[src/rtl/pdata_pkg.sv]
// Shared opcode, FSM-state and serial bit-order definitions for the serial data PE family.
package pdata_pkg;

  localparam logic [2:0] OP_LOAD_D1  = 3'd0;
  localparam logic [2:0] OP_LOAD_D2  = 3'd1;
  localparam logic [2:0] OP_LOAD_ACC = 3'd2;
  localparam logic [2:0] OP_OUT_D1   = 3'd3;
  localparam logic [2:0] OP_OUT_ACC  = 3'd4;
  localparam logic [2:0] OP_MUL      = 3'd5;
  localparam logic [2:0] OP_MUL_ADD  = 3'd6;
  localparam logic [2:0] OP_CLR      = 3'd7;

  localparam logic [2:0] ST_IDLE      = 3'd0;
  localparam logic [2:0] ST_SHIFT_IN  = 3'd1;
  localparam logic [2:0] ST_SHIFT_OUT = 3'd2;
  localparam logic [2:0] ST_MULT      = 3'd3;
  localparam logic [2:0] ST_FINISH    = 3'd4;

  // Serial bus word order: bit 0 travels first on both rx and tx.
  localparam bit SER_LSB_FIRST = 1'b1;

endpackage

[src/rtl/pdata_seqmul.sv]
// Iterative SIZE x SIZE unsigned shift-add multiplier; operands captured on start, SIZE iterations.
// done marks the final iteration cycle, when product already carries the finished result.
module pdata_seqmul #(
  parameter int SIZE = 32
) (
  input  logic                clk,
  input  logic                nRst,
  input  logic                start,
  input  logic [SIZE-1:0]     a,
  input  logic [SIZE-1:0]     b,
  output logic                busy,
  output logic [2*SIZE-1:0]   product,
  output logic                done
);

  localparam int CW = $clog2(SIZE + 1);

  logic [2*SIZE-1:0] mcand;
  logic [SIZE-1:0]   mplier;
  logic [2*SIZE-1:0] prod;
  logic [2*SIZE-1:0] prod_nxt;
  logic [CW-1:0]     cnt;

  assign prod_nxt = prod + (mplier[0] ? mcand : '0);
  assign done     = busy && (cnt == CW'(SIZE - 1));
  assign product  = prod_nxt;

  always_ff @(posedge clk or negedge nRst) begin
    if (!nRst) begin
      mcand  <= '0;
      mplier <= '0;
      prod   <= '0;
      cnt    <= '0;
      busy   <= 1'b0;
    end else if (start) begin
      mcand  <= {{SIZE{1'b0}}, a};
      mplier <= b;
      prod   <= '0;
      cnt    <= '0;
      busy   <= 1'b1;
    end else if (busy) begin
      prod   <= prod_nxt;
      mcand  <= mcand << 1;
      mplier <= mplier >> 1;
      cnt    <= cnt + CW'(1);
      if (done) busy <= 1'b0;
    end
  end

endmodule

[src/rtl/pdata_mac.sv]
// Bit-serial MAC PE; loads/outputs done at N+1 cycles after accept, MUL/MUL_ADD at SIZE+1, CLR at 1.
// cmd_ready only in IDLE (host holds cmd_valid); build option PDATA_MAC_SAT_EN saturates acc on MUL_ADD overflow.
module pdata_mac
  import pdata_pkg::*;
#(
  parameter int SIZE  = 32,
  parameter int ACC_W = 128
) (
  input  logic       clk,
  input  logic       nRst,
  input  logic       cmd_valid,
  input  logic [2:0] cmd_op,
  output logic       cmd_ready,
  input  logic       rx,
  output logic       tx,
  output logic       tx_valid,
  output logic       done,
  output logic       ovf
);

  localparam int CNT_W = $clog2(ACC_W + 1);

`ifdef PDATA_MAC_SAT_EN
  localparam bit SAT_EN = 1'b1;
`else
  localparam bit SAT_EN = 1'b0;
`endif

  logic [2:0]        state;
  logic [2:0]        op_q;
  logic [CNT_W-1:0]  cnt;
  logic [SIZE-1:0]   data_1;
  logic [SIZE-1:0]   data_2;
  logic [ACC_W-1:0]  acc;
  logic              ovf_q;

  logic              accept;
  logic              is_acc_op;
  logic [CNT_W-1:0]  last_idx;
  logic              shift_last;
  logic              mul_start;
  logic              mul_busy;
  logic              mul_done;
  logic [2*SIZE-1:0] mul_prod;
  logic [ACC_W-1:0]  prod_ext;
  logic [ACC_W:0]    mac_sum;
  logic [ACC_W-1:0]  mac_res;

  logic [SIZE-1:0]   d1_shin, d2_shin, d1_rot;
  logic [ACC_W-1:0]  acc_shin, acc_rot;
  logic              d1_out_bit, acc_out_bit;

  assign cmd_ready  = (state == ST_IDLE) && !mul_busy;
  assign accept     = cmd_valid && cmd_ready;
  assign is_acc_op  = (op_q == OP_LOAD_ACC) || (op_q == OP_OUT_ACC);
  assign last_idx   = is_acc_op ? CNT_W'(ACC_W - 1) : CNT_W'(SIZE - 1);
  assign shift_last = (cnt == last_idx);
  assign mul_start  = accept && ((cmd_op == OP_MUL) || (cmd_op == OP_MUL_ADD));

  pdata_seqmul #(.SIZE(SIZE)) u_mul (
    .clk     (clk),
    .nRst    (nRst),
    .start   (mul_start),
    .a       (data_1),
    .b       (data_2),
    .busy    (mul_busy),
    .product (mul_prod),
    .done    (mul_done)
  );

  always_comb begin
    prod_ext = '0;
    prod_ext[2*SIZE-1:0] = mul_prod;
  end

  assign mac_sum = {1'b0, acc} + {1'b0, prod_ext};
  assign mac_res = (SAT_EN && mac_sum[ACC_W]) ? '1 : mac_sum[ACC_W-1:0];

  // Shift-in fills from the far end so the first wire bit lands at the near end.
  always_comb begin
    if (SER_LSB_FIRST) begin
      d1_shin     = {rx, data_1[SIZE-1:1]};
      d2_shin     = {rx, data_2[SIZE-1:1]};
      acc_shin    = {rx, acc[ACC_W-1:1]};
      d1_rot      = {data_1[0], data_1[SIZE-1:1]};
      acc_rot     = {acc[0], acc[ACC_W-1:1]};
      d1_out_bit  = data_1[0];
      acc_out_bit = acc[0];
    end else begin
      d1_shin     = {data_1[SIZE-2:0], rx};
      d2_shin     = {data_2[SIZE-2:0], rx};
      acc_shin    = {acc[ACC_W-2:0], rx};
      d1_rot      = {data_1[SIZE-2:0], data_1[SIZE-1]};
      acc_rot     = {acc[ACC_W-2:0], acc[ACC_W-1]};
      d1_out_bit  = data_1[SIZE-1];
      acc_out_bit = acc[ACC_W-1];
    end
  end

  assign tx_valid = (state == ST_SHIFT_OUT);
  assign tx       = tx_valid && ((op_q == OP_OUT_ACC) ? acc_out_bit : d1_out_bit);
  assign done     = (state == ST_FINISH);
  assign ovf      = ovf_q;

  always_ff @(posedge clk or negedge nRst) begin
    if (!nRst) begin
      state <= ST_IDLE;
      op_q  <= OP_LOAD_D1;
      cnt   <= '0;
    end else begin
      case (state)
        ST_IDLE: if (accept) begin
          op_q <= cmd_op;
          cnt  <= '0;
          case (cmd_op)
            OP_LOAD_D1, OP_LOAD_D2, OP_LOAD_ACC: state <= ST_SHIFT_IN;
            OP_OUT_D1, OP_OUT_ACC:               state <= ST_SHIFT_OUT;
            OP_MUL, OP_MUL_ADD:                  state <= ST_MULT;
            default:                             state <= ST_FINISH;
          endcase
        end
        ST_SHIFT_IN, ST_SHIFT_OUT: begin
          cnt <= cnt + CNT_W'(1);
          if (shift_last) state <= ST_FINISH;
        end
        ST_MULT:   if (mul_done) state <= ST_FINISH;
        ST_FINISH: state <= ST_IDLE;
        default:   state <= ST_IDLE;
      endcase
    end
  end

  always_ff @(posedge clk or negedge nRst) begin
    if (!nRst) begin
      data_1 <= '0;
      data_2 <= '0;
      acc    <= '0;
      ovf_q  <= 1'b0;
    end else begin
      case (state)
        ST_IDLE: if (accept && (cmd_op == OP_CLR)) begin
          acc   <= '0;
          ovf_q <= 1'b0;
        end
        ST_SHIFT_IN: case (op_q)
          OP_LOAD_D1:  data_1 <= d1_shin;
          OP_LOAD_D2:  data_2 <= d2_shin;
          OP_LOAD_ACC: acc    <= acc_shin;
          default: ;
        endcase
        ST_SHIFT_OUT: case (op_q)
          OP_OUT_D1:  data_1 <= d1_rot;
          OP_OUT_ACC: acc    <= acc_rot;
          default: ;
        endcase
        ST_MULT: if (mul_done) begin
          if (op_q == OP_MUL) begin
            acc <= prod_ext;
          end else begin
            acc <= mac_res;
            if (mac_sum[ACC_W]) ovf_q <= 1'b1;
          end
        end
        default: ;
      endcase
    end
  end

endmodule

[config.mk]
export PLATFORM = sky130hd
export DESIGN_NAME = pdata_mac
export DESIGN_NICKNAME = d
export VERILOG_FILES = /design/src/rtl/pdata_pkg.sv /design/src/rtl/pdata_seqmul.sv /design/src/rtl/pdata_mac.sv
export SDC_FILE = /design/constraint.sdc
export NUM_CORES = 1
export LEC_CHECK = 0
export ABC_AREA = 1
export CAP_MARGIN = 10
export CELL_PAD_IN_SITES_DETAIL_PLACEMENT = 0
export CELL_PAD_IN_SITES_GLOBAL_PLACEMENT = 1
export CORE_MARGIN = 2
export CORE_UTILIZATION = 40
export DETAILED_ROUTE_END_ITERATION = 7
export PLACE_DENSITY_LB_ADDON = 0.25
export SLEW_MARGIN = 20
export SYNTH_ARGS = -nofsm -noshare
export SYNTH_HDL_FRONTEND = slang
export SYNTH_SLANG_ARGS = --single-unit
[constraint.sdc]
create_clock -name clk -period 4 [get_ports clk]
set_input_delay 0.6 -clock clk [delete_from_list [all_inputs] [get_ports clk]]
set_output_delay 0.6 -clock clk [all_outputs]
set_load 0.05 [all_outputs]
==> load_flow_metrics.sql <==
INSERT INTO impl_metrics (metric_group, metric, value, unit) VALUES
('die', 'die_area', '82080', 'um^2'),
('placed_design', 'io_buffer_count', '11', ''),
('synthesis', 'synth_fp_nets', '5556', ''),
('die', 'die_w', '286.5', 'um'),
('layout', 'final_layout_size_suffix_gt1_share', '23.36', '%'),
('global_route', 'overflow', '0', ''),
('global_route', 'global_route.usage.total', '33.56', '%'),
('synthesis', 'mappedNetlistArea', '31920', 'um^2'),
('die', 'pin_count', '12', ''),
('timing', 'slew_headroom', '28.07', '%'),
('timing', 'clock.fmax', '0.2140', 'GHz'),
('synthesis', 'syn-mean-instance-area', '5.899', 'um^2'),
('power', 'power-per-cell-area', '194.3', 'nW/um^2'),
('run_status', 'outcome', 'finished with violations', ''),
('setup_path', 'worst_path_most_repeated_cell', 'sky130_fd_sc_hd__nand2_1', ''),
('timing', 'finalSetupViolations', '119', ''),
('setup_path', 'timing.reg2reg.worst_path_depth', '33', ''),
('timing', 'grt_setup_unrepaired', 'true', ''),
('route', 'detail_route.first_pass.iterations', '6', ''),
('timing', 'timing.clock.skew', '39.35', 'ps'),
('clock_network', 'cts.clk_slew.worst_paths', '60', 'ps'),
('clock_network', 'clk-insertion-delay-late', '640', 'ps'),
('global_route', 'grt_pass1_wl', '211400', 'um'),
('synthesis', 'synth-main-ff-cell', 'sky130_fd_sc_hd__dfrtp_1', ''),
('layout', 'fillers', '8159', ''),
('run_status', 'violations', 'setup timing', ''),
('route', 'drt.antenna.violating_nets', '0', ''),
('synthesis', 'yosys.cell_types.count', '49', ''),
('global_route', 'grt_antenna_before_repair', '1', ''),
('timing', 'setup_slack', '-672.1', 'ps'),
('setup_path', 'critPathMaxStageDelay', '440', 'ps'),
('layout', 'n_antenna_cell', '0', ''),
('synthesis', 'synth-edff-count', '0', ''),
('global_route', 'pin_count_of_the_biggest_net_entering_global_routing', '110', ''),
('layout', 'final_design_instance_area_without_fill', '43530', 'um^2'),
('die', 'chipHeight', '286.5', 'um'),
('setup_path', 'worst_setup_path_end_kind', 'flop', ''),
('run', 'max-cap-violations', '0', ''),
('layout', 'num-nets-final', '6343', ''),
('synthesis', 'synthesized_flop_and_latch_total', '374', ''),
('min_path', 'min-delay-path-class', 'input pin to asynchronous set/reset pin', ''),
('route', 'postRouteWirelength', '138500', 'um'),
('clock_network', 'cts.htree.levels', '2', ''),
('setup_path', 'critical_path_cell_count', '33', ''),
('clock_network', 'clock_sinks', '374', ''),
('layout', 'area.sequential', '9361', 'um^2'),
('route', 'detailedRoute.firstIterationViolations', '3284', ''),
('die', 'core', '79000', 'um^2'),
('die', 'rows', '103', ''),
('timing', 'fin_setup_tns', '-55470', 'ps'),
('clock_network', 'clock_path_buffers', '3', ''),
('synthesis', 'synth.yosys.warnings', '0', ''),
('route', 'drc', '0', ''),
('setup_path', 'critPathRequiredTime', '4540', 'ps'),
('synthesis', 'netlist_instances', '5412', ''),
('clock_network', 'clockRootBuffer', 'sky130_fd_sc_hd__clkbuf_16', ''),
('setup_path', 'ff2ff_setup_slack', '-670', 'ps'),
('synthesis', 'synth_seq_area_share', '29.32', '%'),
('power', 'worst_ir_drop_vdd', '303.6', 'uV'),
('timing', 'finalCritPeriodShare', '116.8', '%'),
('timing', 'finalHoldViolCount', '0', ''),
('layout', 'layoutNonFillerInstCount', '7283', ''),
('setup_path', 'criticalPathCategory', 'flop to flop', ''),
('setup_path', 'cpMaxStageDelayCell', 'sky130_fd_sc_hd__dfrtp_2', ''),
('die', 'floorplan.initialDensity', '40.41', '%'),
('setup_path', 'startpoint_type', 'flop', ''),
('layout', 'synthToLayoutAreaGrowth', '36.35', '%'),
('global_route', 'grt_pass1_vias', '35826', ''),
('layout', 'area_taken_by_multi_input_logic_gates', '20790', 'um^2'),
('placed_design', 'place_area', '39340', 'um^2'),
('route', 'vias_per_cell', '5.051', '');
## placed cells by master (no fill, tap or decap), types with 28 or more instances in the layout
cell | netlist | final
sky130_fd_sc_hd__buf_4 | 4 | 818
sky130_fd_sc_hd__nor3_1 | 71 | 58
sky130_fd_sc_hd__a21oi_1 | 188 | 131
sky130_fd_sc_hd__o211ai_1 | 34 | 34
sky130_fd_sc_hd__nor2_2 | 6 | 80
sky130_fd_sc_hd__o21ai_1 | 40 | 75
sky130_fd_sc_hd__nand3_1 | 344 | 302
sky130_fd_sc_hd__o21ai_0 | 266 | 219
sky130_fd_sc_hd__dfrtp_1 | 374 | 372
sky130_fd_sc_hd__ha_4 | 0 | 49
sky130_fd_sc_hd__inv_1 | 974 | 952
sky130_fd_sc_hd__nand2_2 | 1 | 139
sky130_fd_sc_hd__o22ai_1 | 40 | 40
sky130_fd_sc_hd__inv_2 | 13 | 34
sky130_fd_sc_hd__nand3_2 | 1 | 28
sky130_fd_sc_hd__nor2_4 | 2 | 37
sky130_fd_sc_hd__ha_1 | 135 | 82
sky130_fd_sc_hd__a21oi_2 | 0 | 46
sky130_fd_sc_hd__nand3b_1 | 33 | 33
sky130_fd_sc_hd__nor2_1 | 420 | 311
sky130_fd_sc_hd__nand2_1 | 2141 | 1979
sky130_fd_sc_hd__clkbuf_16 | 0 | 47
## metal layers
layer  vias to the layer above  track usage, %  wire length, um
met5                         -               0                0
met4                         0           11.75             5569
met3                       217           3.808             7596
met2                      1049           53.15            60830
met1                     17160           47.25            64530
li1                      18362               -                -
## per-stage QoR
stage	util (%)	total power, W	setup slack [ps]
final	55.10	0.008457	-672.1
after global routing	55.10	0.008682	-1064
after floorplan	-	0.003857	84.88
after global placement	49.80	0.003960	-1183
after detailed placement	49.80	0.003961	-1218
after CTS	54.38	0.008523	-627.3
## power by group
group	switching (W)	leakage [nW]	internal, W
clock network	0.00191	0.789	0.00266
registers	0	4.74	0.00378
logic	0.0000861	18.6	0.0000174
total	0.00199	24.1	0.00646
## flip-flops by register name (all words and copies together), names as in the netlist, 6 cells and up
name / cells
data_2: 32
u_mul.cnt: 6
acc: 128
u_mul.mcand: 64
cnt: 8
data_1: 32
u_mul.mplier: 32
u_mul.prod: 64
## what timing repair did
action,CTS,global route
gates resized for setup,483,154
setup endpoints to repair,122,123
pin swaps,31,7
gates cloned,0,0
buffers inserted,8,1
hold buffers,0,0
## worst reg2reg max path, delay by kind of cell, from the launching register on
kind | cells | cell delay [ps]
fa+ha+maj | 2 | 640
buf+inv | 9 | 1120
simple gates | 22 | 2390
flops | 1 | 440
## area by class of cell
class,count,area share (%)
inverters,988,8.523
repair buffers,859,15.49
flip-flops and latches,374,21.51
clock inverters,14,0.5318
multi-input cells,3929,47.76
clock buffers,69,3.168
well taps,1050,3.018
## cell families after synthesis
logic type,share of synthesized area [%]
adders and majority gates,5.417
AOI/OAI and AO/OA,11.26
xor gates and xnor gates,1.289
and+or+nand+nor,39.43
buffers and inverters,13.29
DFF,29.32
## synth_stat cells, types with 13 or more instances
cell type	n	area, um^2
sky130_fd_sc_hd__a21oi_1	188	940.9
sky130_fd_sc_hd__a22o_1	18	157.7
sky130_fd_sc_hd__a22oi_1	18	135.1
sky130_fd_sc_hd__buf_2	38	190.2
sky130_fd_sc_hd__clkbuf_1	72	270.3
sky130_fd_sc_hd__dfrtp_1	374	9359
sky130_fd_sc_hd__ha_1	135	1689
sky130_fd_sc_hd__inv_1	974	3656
sky130_fd_sc_hd__inv_2	13	48.80
sky130_fd_sc_hd__nand2_1	2141	8036
sky130_fd_sc_hd__nand3_1	344	1722
sky130_fd_sc_hd__nand3b_1	33	247.7
sky130_fd_sc_hd__nand4_1	25	156.4
sky130_fd_sc_hd__nor2_1	420	1577
sky130_fd_sc_hd__nor3_1	71	355.3
sky130_fd_sc_hd__nor4_1	13	81.33
sky130_fd_sc_hd__o211ai_1	34	255.2
sky130_fd_sc_hd__o21ai_0	266	1331
sky130_fd_sc_hd__o21ai_1	40	200.2
sky130_fd_sc_hd__o21bai_1	13	97.59
sky130_fd_sc_hd__o221ai_1	18	157.7
sky130_fd_sc_hd__o22ai_1	40	250.2
sky130_fd_sc_hd__xnor2_1	18	157.7
sky130_fd_sc_hd__xor2_1	29	254.0
## path summary, 6_finish.rpt
kind / startpoint / to
setup reg to reg: u_mul.mplier[0] / acc[120]
setup / recovery: u_mul.mplier[0] / acc[120]
max in group asynchronous: nRst / acc[80]
min in group clk: data_2[31] / data_2[31]
hold / removal: nRst / u_mul.mplier[13]
hold reg to reg: data_2[31] / data_2[31]
Note: power is estimated with default switching activity, not from simulation.
